## src/rtl/gps_pkg.sv

```systemverilog
// ---------------------------------------------------------------------------
// gps_pkg
//
// Purpose:
//   Shared definitions for the GPS string transmit scheduler: the FSM state
//   encoding, the line-terminator byte constants, the default string length
//   and a small byte helper used by the scheduler.
//
// Contents:
//   GPS_NBYTES_DEF : default byte count of each formatted string vector
//   GPS_CR/GPS_LF  : terminator bytes emitted when GPS_TX_CRLF_EN is defined
//   gps_state_t    : scheduler FSM encoding (CR/LF only reached with the macro)
//   gps_is_nul     : true for a NUL (0x00) padding byte
// ---------------------------------------------------------------------------
package gps_pkg;

  localparam int GPS_NBYTES_DEF = 32;

  localparam logic [7:0] GPS_CR = 8'h0D;
  localparam logic [7:0] GPS_LF = 8'h0A;

  typedef enum logic [1:0] {
    ST_IDLE = 2'd0,
    ST_SEND = 2'd1,
    ST_CR   = 2'd2,
    ST_LF   = 2'd3
  } gps_state_t;

  function automatic logic gps_is_nul(input logic [7:0] b);
    return (b == 8'h00);
  endfunction

endpackage

```

## src/rtl/gps_str_slot.sv

```systemverilog
// ---------------------------------------------------------------------------
// gps_str_slot
//
// Purpose:
//   One-deep pending buffer for a single string source. A valid pulse
//   captures the incoming vector and raises pend. A second pulse before the
//   scheduler has taken the buffer overwrites it (latest wins) and bumps a
//   saturating overrun counter.
//
// Ports:
//   clk    : system clock, rising edge
//   rst    : asynchronous active-low reset
//   vec_in : incoming string vector
//   load   : one-cycle pulse qualifying vec_in
//   take   : scheduler consumes the buffered vector this cycle
//   vec    : buffered vector
//   pend   : buffered vector not yet consumed
//   ovr    : saturating count of overwritten (never sent) vectors
// ---------------------------------------------------------------------------
module gps_str_slot #(
  parameter int VW    = 256,
  parameter int CNT_W = 8
) (
  input  logic             clk,
  input  logic             rst,
  input  logic [VW-1:0]    vec_in,
  input  logic             load,
  input  logic             take,
  output logic [VW-1:0]    vec,
  output logic             pend,
  output logic [CNT_W-1:0] ovr
);

  // A load in the same cycle as a take keeps pend set: the old vector is
  // being handed to the scheduler, so nothing is lost and it is not counted
  // as an overrun. The new vector waits for the next arbitration.
  always_ff @(posedge clk or negedge rst) begin
    if (!rst) begin
      vec  <= '0;
      pend <= 1'b0;
      ovr  <= '0;
    end else begin
      if (load) begin
        vec  <= vec_in;
        pend <= 1'b1;
        if (pend && !take && (ovr != '1)) begin
          ovr <= ovr + CNT_W'(1);
        end
      end else if (take) begin
        pend <= 1'b0;
      end
    end
  end

endmodule

```

## src/rtl/gps_tx_sched.sv

```systemverilog
// ---------------------------------------------------------------------------
// gps_tx_sched
//
// Purpose:
//   Schedules two formatted GPS strings (latitude and longitude) onto one
//   shared byte-wide UART transmitter. Each source has its own one-deep
//   pending buffer; a round-robin arbiter picks which buffered string is
//   loaded into the active shift register, and the FSM then offers the
//   string byte by byte with a valid/ready handshake. NUL padding bytes are
//   skipped in one cycle without being offered.
//
// Configuration:
//   GPS_TX_CRLF_EN : when defined, every string is followed by 0x0D, 0x0A
//                    (states CR and LF). Undefined by default.
//
// Ports:
//   clk       : system clock, rising edge
//   rst       : asynchronous active-low reset
//   lat_vec   : latitude string, byte 0 in the top 8 bits, sent first
//   lat_valid : one-cycle pulse qualifying lat_vec
//   lon_vec   : longitude string, same layout
//   lon_valid : one-cycle pulse qualifying lon_vec
//   tx_data   : byte offered to the UART transmitter
//   tx_valid  : tx_data is valid
//   tx_ready  : transmitter accepts tx_data this cycle
//   busy      : FSM is not idle
//   lat_ovr   : latitude overrun count (saturating)
//   lon_ovr   : longitude overrun count (saturating)
// ---------------------------------------------------------------------------
module gps_tx_sched
  import gps_pkg::*;
#(
  parameter int NBYTES = GPS_NBYTES_DEF,
  parameter int CNT_W  = 8
) (
  input  logic                clk,
  input  logic                rst,
  input  logic [8*NBYTES-1:0] lat_vec,
  input  logic                lat_valid,
  input  logic [8*NBYTES-1:0] lon_vec,
  input  logic                lon_valid,
  output logic [7:0]          tx_data,
  output logic                tx_valid,
  input  logic                tx_ready,
  output logic                busy,
  output logic [CNT_W-1:0]    lat_ovr,
  output logic [CNT_W-1:0]    lon_ovr
);

  localparam int VW    = 8 * NBYTES;
  localparam int IDX_W = (NBYTES > 1) ? $clog2(NBYTES) : 1;
  localparam logic [IDX_W-1:0] LAST_IDX = IDX_W'(NBYTES - 1);

  gps_state_t        state;
  logic [VW-1:0]     active;
  logic [IDX_W-1:0]  idx;
  logic              last_lon;

  logic [VW-1:0]     lat_pvec;
  logic [VW-1:0]     lon_pvec;
  logic              lat_pend;
  logic              lon_pend;
  logic              grant_lat;
  logic              grant_lon;
  logic              take_lat;
  logic              take_lon;
  logic [VW-1:0]     grant_vec;
  logic [7:0]        grant_byte;
  logic [7:0]        next_byte;
  logic              advance;
  logic              last_byte;

  gps_str_slot #(
    .VW    (VW),
    .CNT_W (CNT_W)
  ) u_lat_slot (
    .clk    (clk),
    .rst    (rst),
    .vec_in (lat_vec),
    .load   (lat_valid),
    .take   (take_lat),
    .vec    (lat_pvec),
    .pend   (lat_pend),
    .ovr    (lat_ovr)
  );

  gps_str_slot #(
    .VW    (VW),
    .CNT_W (CNT_W)
  ) u_lon_slot (
    .clk    (clk),
    .rst    (rst),
    .vec_in (lon_vec),
    .load   (lon_valid),
    .take   (take_lon),
    .vec    (lon_pvec),
    .pend   (lon_pend),
    .ovr    (lon_ovr)
  );

  // Round-robin: lat wins a tie unless it was the last source served.
  // last_lon resets high so the very first tie goes to lat.
  assign grant_lat  = lat_pend & (~lon_pend | last_lon);
  assign grant_lon  = lon_pend & ~grant_lat;
  assign take_lat   = (state == ST_IDLE) & grant_lat;
  assign take_lon   = (state == ST_IDLE) & grant_lon;
  assign grant_vec  = grant_lat ? lat_pvec : lon_pvec;
  assign grant_byte = grant_vec[VW-1 -: 8];

  // The active register shifts left as bytes are consumed, so the current
  // byte is always the top byte and the following one sits just below it.
  // tx_valid is registered as "current byte is nonzero", so a NUL byte
  // advances immediately and a real byte waits for tx_ready.
  assign next_byte = active[VW-9 -: 8];
  assign advance   = (state == ST_SEND) & (~tx_valid | tx_ready);
  assign last_byte = (idx == LAST_IDX);

  assign busy = (state != ST_IDLE);

  // Scheduler FSM. tx_data/tx_valid are loaded together with the state
  // change that exposes a new byte, so the first byte appears in the cycle
  // right after the string is loaded and stays frozen while stalled.
  always_ff @(posedge clk or negedge rst) begin
    if (!rst) begin
      state    <= ST_IDLE;
      active   <= '0;
      idx      <= '0;
      last_lon <= 1'b1;
      tx_data  <= 8'h00;
      tx_valid <= 1'b0;
    end else begin
      case (state)
        ST_IDLE: begin
          if (lat_pend | lon_pend) begin
            state    <= ST_SEND;
            active   <= grant_vec;
            idx      <= '0;
            last_lon <= grant_lon;
            tx_data  <= grant_byte;
            tx_valid <= !gps_is_nul(grant_byte);
          end
        end
        ST_SEND: begin
          if (advance) begin
            if (last_byte) begin
`ifdef GPS_TX_CRLF_EN
              state    <= ST_CR;
              tx_data  <= GPS_CR;
              tx_valid <= 1'b1;
`else
              state    <= ST_IDLE;
              tx_data  <= 8'h00;
              tx_valid <= 1'b0;
`endif
            end else begin
              active   <= active << 8;
              idx      <= idx + IDX_W'(1);
              tx_data  <= next_byte;
              tx_valid <= !gps_is_nul(next_byte);
            end
          end
        end
`ifdef GPS_TX_CRLF_EN
        ST_CR: begin
          if (tx_ready) begin
            state   <= ST_LF;
            tx_data <= GPS_LF;
          end
        end
        ST_LF: begin
          if (tx_ready) begin
            state    <= ST_IDLE;
            tx_data  <= 8'h00;
            tx_valid <= 1'b0;
          end
        end
`endif
        default: begin
          state    <= ST_IDLE;
          tx_data  <= 8'h00;
          tx_valid <= 1'b0;
        end
      endcase
    end
  end

endmodule

```

## config.mk

```make
export PLATFORM = sky130hd
export DESIGN_NAME = gps_tx_sched
export DESIGN_NICKNAME = d
export VERILOG_FILES = /design/src/rtl/gps_pkg.sv /design/src/rtl/gps_str_slot.sv /design/src/rtl/gps_tx_sched.sv
export SDC_FILE = /design/constraint.sdc
export NUM_CORES = 1
export LEC_CHECK = 0
export BUFFER_PORTS_ARGS = -buffer_cell sky130_fd_sc_hd__buf_2
export CORE_AREA = 5 5 301 303
export DETAILED_ROUTE_END_ITERATION = 12
export DIE_AREA = 0 0 306 308
export PLACE_DENSITY = 0.6
export SLEW_MARGIN = 5
export SYNTH_ARGS = -nofsm -noshare
export SYNTH_HDL_FRONTEND = slang
export SYNTH_SLANG_ARGS = --single-unit
```

## constraint.sdc

```tcl
create_clock -name clk -period 2.4 [get_ports clk]
set_clock_uncertainty 0.1 [all_clocks]
set_input_delay 0.24 -clock clk [delete_from_list [all_inputs] [get_ports clk]]
set_output_delay 0.24 -clock clk [all_outputs]
set_load 0.01 [all_outputs]
```

==> results.ini <==
[outcome]
status=completed

[power]
p_clk_share_pct=32.7
leakage_nw=21.03
swShare_pct=31.32
p_switching_mw=12.94
ir_worst_vdd_v=0.0006243
combPwrFrac_pct=24.7
power.density_nw_per_um2=869.7
power_frac_seq_pct=42.6
internal-power_mw=28.38

[grt]
grt_start_max_net_pins=182
grt_use_total_pct=23.31
met2_usage_pct=38.15
grt-busiest-layer=met2
use_met1_pct=31.57
grt_pass1_wl_um=173300
antenna_found_initial=11
overflow=0
grtUsageMet3_pct=4.044
grt_pass1_vias=29210

[synthesis]
synth.distinct_cells=42
synthTopCellsByCount=dfrtp_1, mux2_2, nand2_1
synth_edf_count=0
netlist_instances=2897
async_reset_ff_share_pct=100.0
synthMostInstantiatedCell=dfrtp_1
syn_nets=3418
yosysSeqAreaShare_pct=57.28
synth_warnings=0
netlist.area_leader.share_pct=57.21
synth-main-ff-cell=dfrtp_1
synth_area_um2=34690
avgSynthCellArea_um2=11.97
synth.top_cells.by_area=dfrtp_1, mux2_2, a211oi_1
yosys.area.top_type=dfrtp_1
synth_seq_cells=794

[cts]
cts_sinks=794
clk_latency_ns=0.65
htree_levels=3
post_cts_buffers=0
path_clk_slew_ns=0.06
numCtsBuffers=88
cts_tree=done
clock_path_buffers=3
root_buffer=clkbuf_16

[die]
fp.dieW_um=306
start_util_pct=39.56
io_pins=543
die_height_um=308
coreArea_um2=87690
die_area_um2=94250
rows=109

[routing]
detail-route-antenna-nets=0
wirelength_um=111800
vias=27320
vias_per_cell=5.271
first_pass_iters=5
drcViolationCount=0
drt_iter0_drc=1844
wl_per_cell_um=21.57

[layout]
regArea_um2=19880
area_growth_pct=36.96
final_nets=4453
drive_gt1_share_pct=32.75
fillCellCount=7355
stdcell_count=5183
multiInputGateArea_um2=13690

[sta]
max_freq_ghz=0.4263
tightestPinTransition_ns=0.6845
holdWs_ns=0.04374
finalHoldViolations=0
slew_headroom_pct=54.37
finalSetupViolations=0
drv_slew=0
finalCritPeriodShare_pct=97.75
rsz0062_at_grt=yes
period_minus_slack_ns=2.346

[placed_design]
numPortBuffers=542
place_inst=4461
place_congestion=0.8246
dp_hpwl_um=71460

[worst_hold_path]
min_path_type=in -> async

[job]
maxCapViolCount=0

[critical_path]
crit_required_ns=2.06
slowest_delay_ns=0.49
crit_path_end_kind=output port
crit_path_top_delay_cell=dfrtp_4
crit_type=reg -> out
worstPathMaxFanout=110
startpoint_type=flip-flop
crit_chain=buf_12 -> buf_16 -> buf_6
critPathArrivalTime_ns=2.01
cp_num_buf_inv=3
cp_top_family=buffers and inverters

## cells in the final DEF, fill, tap and decap left out, drive strengths merged
| cell type | count |
|---|---|
| clkinv | 15 |
| mux2 | 515 |
| dfstp | 1 |
| nand2b | 3 |
| nor3 | 3 |
| dlygate4sd3 | 546 |
| nand3b | 1 |
| a22oi | 9 |
| o211ai | 1 |
| nor2 | 243 |
| bufinv | 4 |
| or3 | 2 |
| ha | 4 |
| mux2i | 16 |
| nor3b | 2 |
| nand2 | 258 |
| nor4b | 1 |
| diode | 15 |
| nor2b | 2 |
| inv | 8 |
| o21ai | 22 |
| xnor2 | 7 |
| and2 | 2 |
| nand3 | 5 |
| buf | 649 |
| nand4 | 7 |
| a21oi | 2 |
| and3 | 244 |
| nor4 | 7 |
| clkinvlp | 2 |
| o31ai | 240 |
| clkbuf | 133 |
| xor2 | 8 |
| a22o | 2 |
| a31oi | 1 |
| dfrtp | 793 |
| and4 | 2 |
| a211oi | 241 |
| a21boi | 2 |
## power by group through the flow
stage	clock network, mW	logic [mW]	registers [mW]
after floorplan	0	6.15	17.3
after global placement	0	9.33	17.8
after detailed placement	0	9.48	17.8
after CTS	13.8	10.2	17.6
after global routing	14.3	11.2	17.9
final	13.5	10.2	17.6
## routing by layer
metal	vias up	part of all wire, %
li1	12600	-
met1	13720	44
met2	765	48
met3	230	5.1
met4	0	3.7
met5	-	0
## worst paths after layout
| kind | startpoint | endpoint | slack [ns] | cells after the start |
|---|---|---|---|---|
| hold / removal | rst | u_lon_slot.vec[170]$_DFFE_PN0P_ | 0.04 | 2 |
| max in group asynchronous | rst | active[72]$_DFFE_PN0P_ | 1.29 | 3 |
| setup / recovery | state[0]$_DFFE_PN0P_ | busy | 0.05 | 3 |
| hold reg to reg | active[127]$_DFFE_PN0P_ | active[127]$_DFFE_PN0P_ | 0.37 | 2 |
| min in group clk | lat_valid | u_lat_slot.pend$_DFFE_PN0P_ | 0.08 | 3 |
| setup reg to reg | idx[0]$_DFFE_PN0P_ | active[162]$_DFFE_PN0P_ | 0.10 | 8 |
## per-stage QoR
step	area (um2)	worst slack, ns	TNS [ns]	total power, mW	utilization (%)
floorplan	34690	0.5201	0	23.50	-
global placement	39100	0.1345	0	27.12	44.58
detailed placement	39100	0.1230	0	27.29	44.58
CTS	47430	0.01873	0	41.66	54.09
global route	47490	-0.05109	-0.5807	43.51	54.15
finish	47510	0.05399	0	41.32	54.17
## what timing repair did
action	CTS	global route
endpoints found under the hold margin	1094	0
hold buffers	546	0
endpoints found under the setup margin	0	49
gates resized for setup	0	6
## sequential cells by signal, summed over array words and instances (netlist names)
register         flops
last_lon             1
u_lat_slot.pend      1
active             248
u_lon_slot.vec     256
u_lat_slot.ovr       8
u_lat_slot.vec     256
tx_valid             1
u_lon_slot.ovr       8
state                1
idx                  5
tx_data              8
u_lon_slot.pend      1
## cell families after synthesis
family,Yosys count,synth area share [%]
AO/OA/AOI/OAI,520,11.14
XOR/XNOR,15,0.3788
adder cells (fa/ha/maj),4,0.1443
buffers and inverters,251,3.362
flip-flops,794,57.28
multiplexers,531,17.18
AND/OR/NAND/NOR,782,10.51
## final cells by class
| cell class | instances | area share, % |
|---|---|---|
| antenna | 15 | 0.07901 |
| inverter | 1 | 0.02370 |
| tap | 1165 | 3.068 |
| multi-input combinational | 1852 | 28.83 |
| sequential | 794 | 41.84 |
| timing repair buffer | 1195 | 20.12 |
| clock inverter | 28 | 0.6268 |
| clock buffer | 133 | 5.415 |
Note: power is estimated with default switching activity, not from simulation.
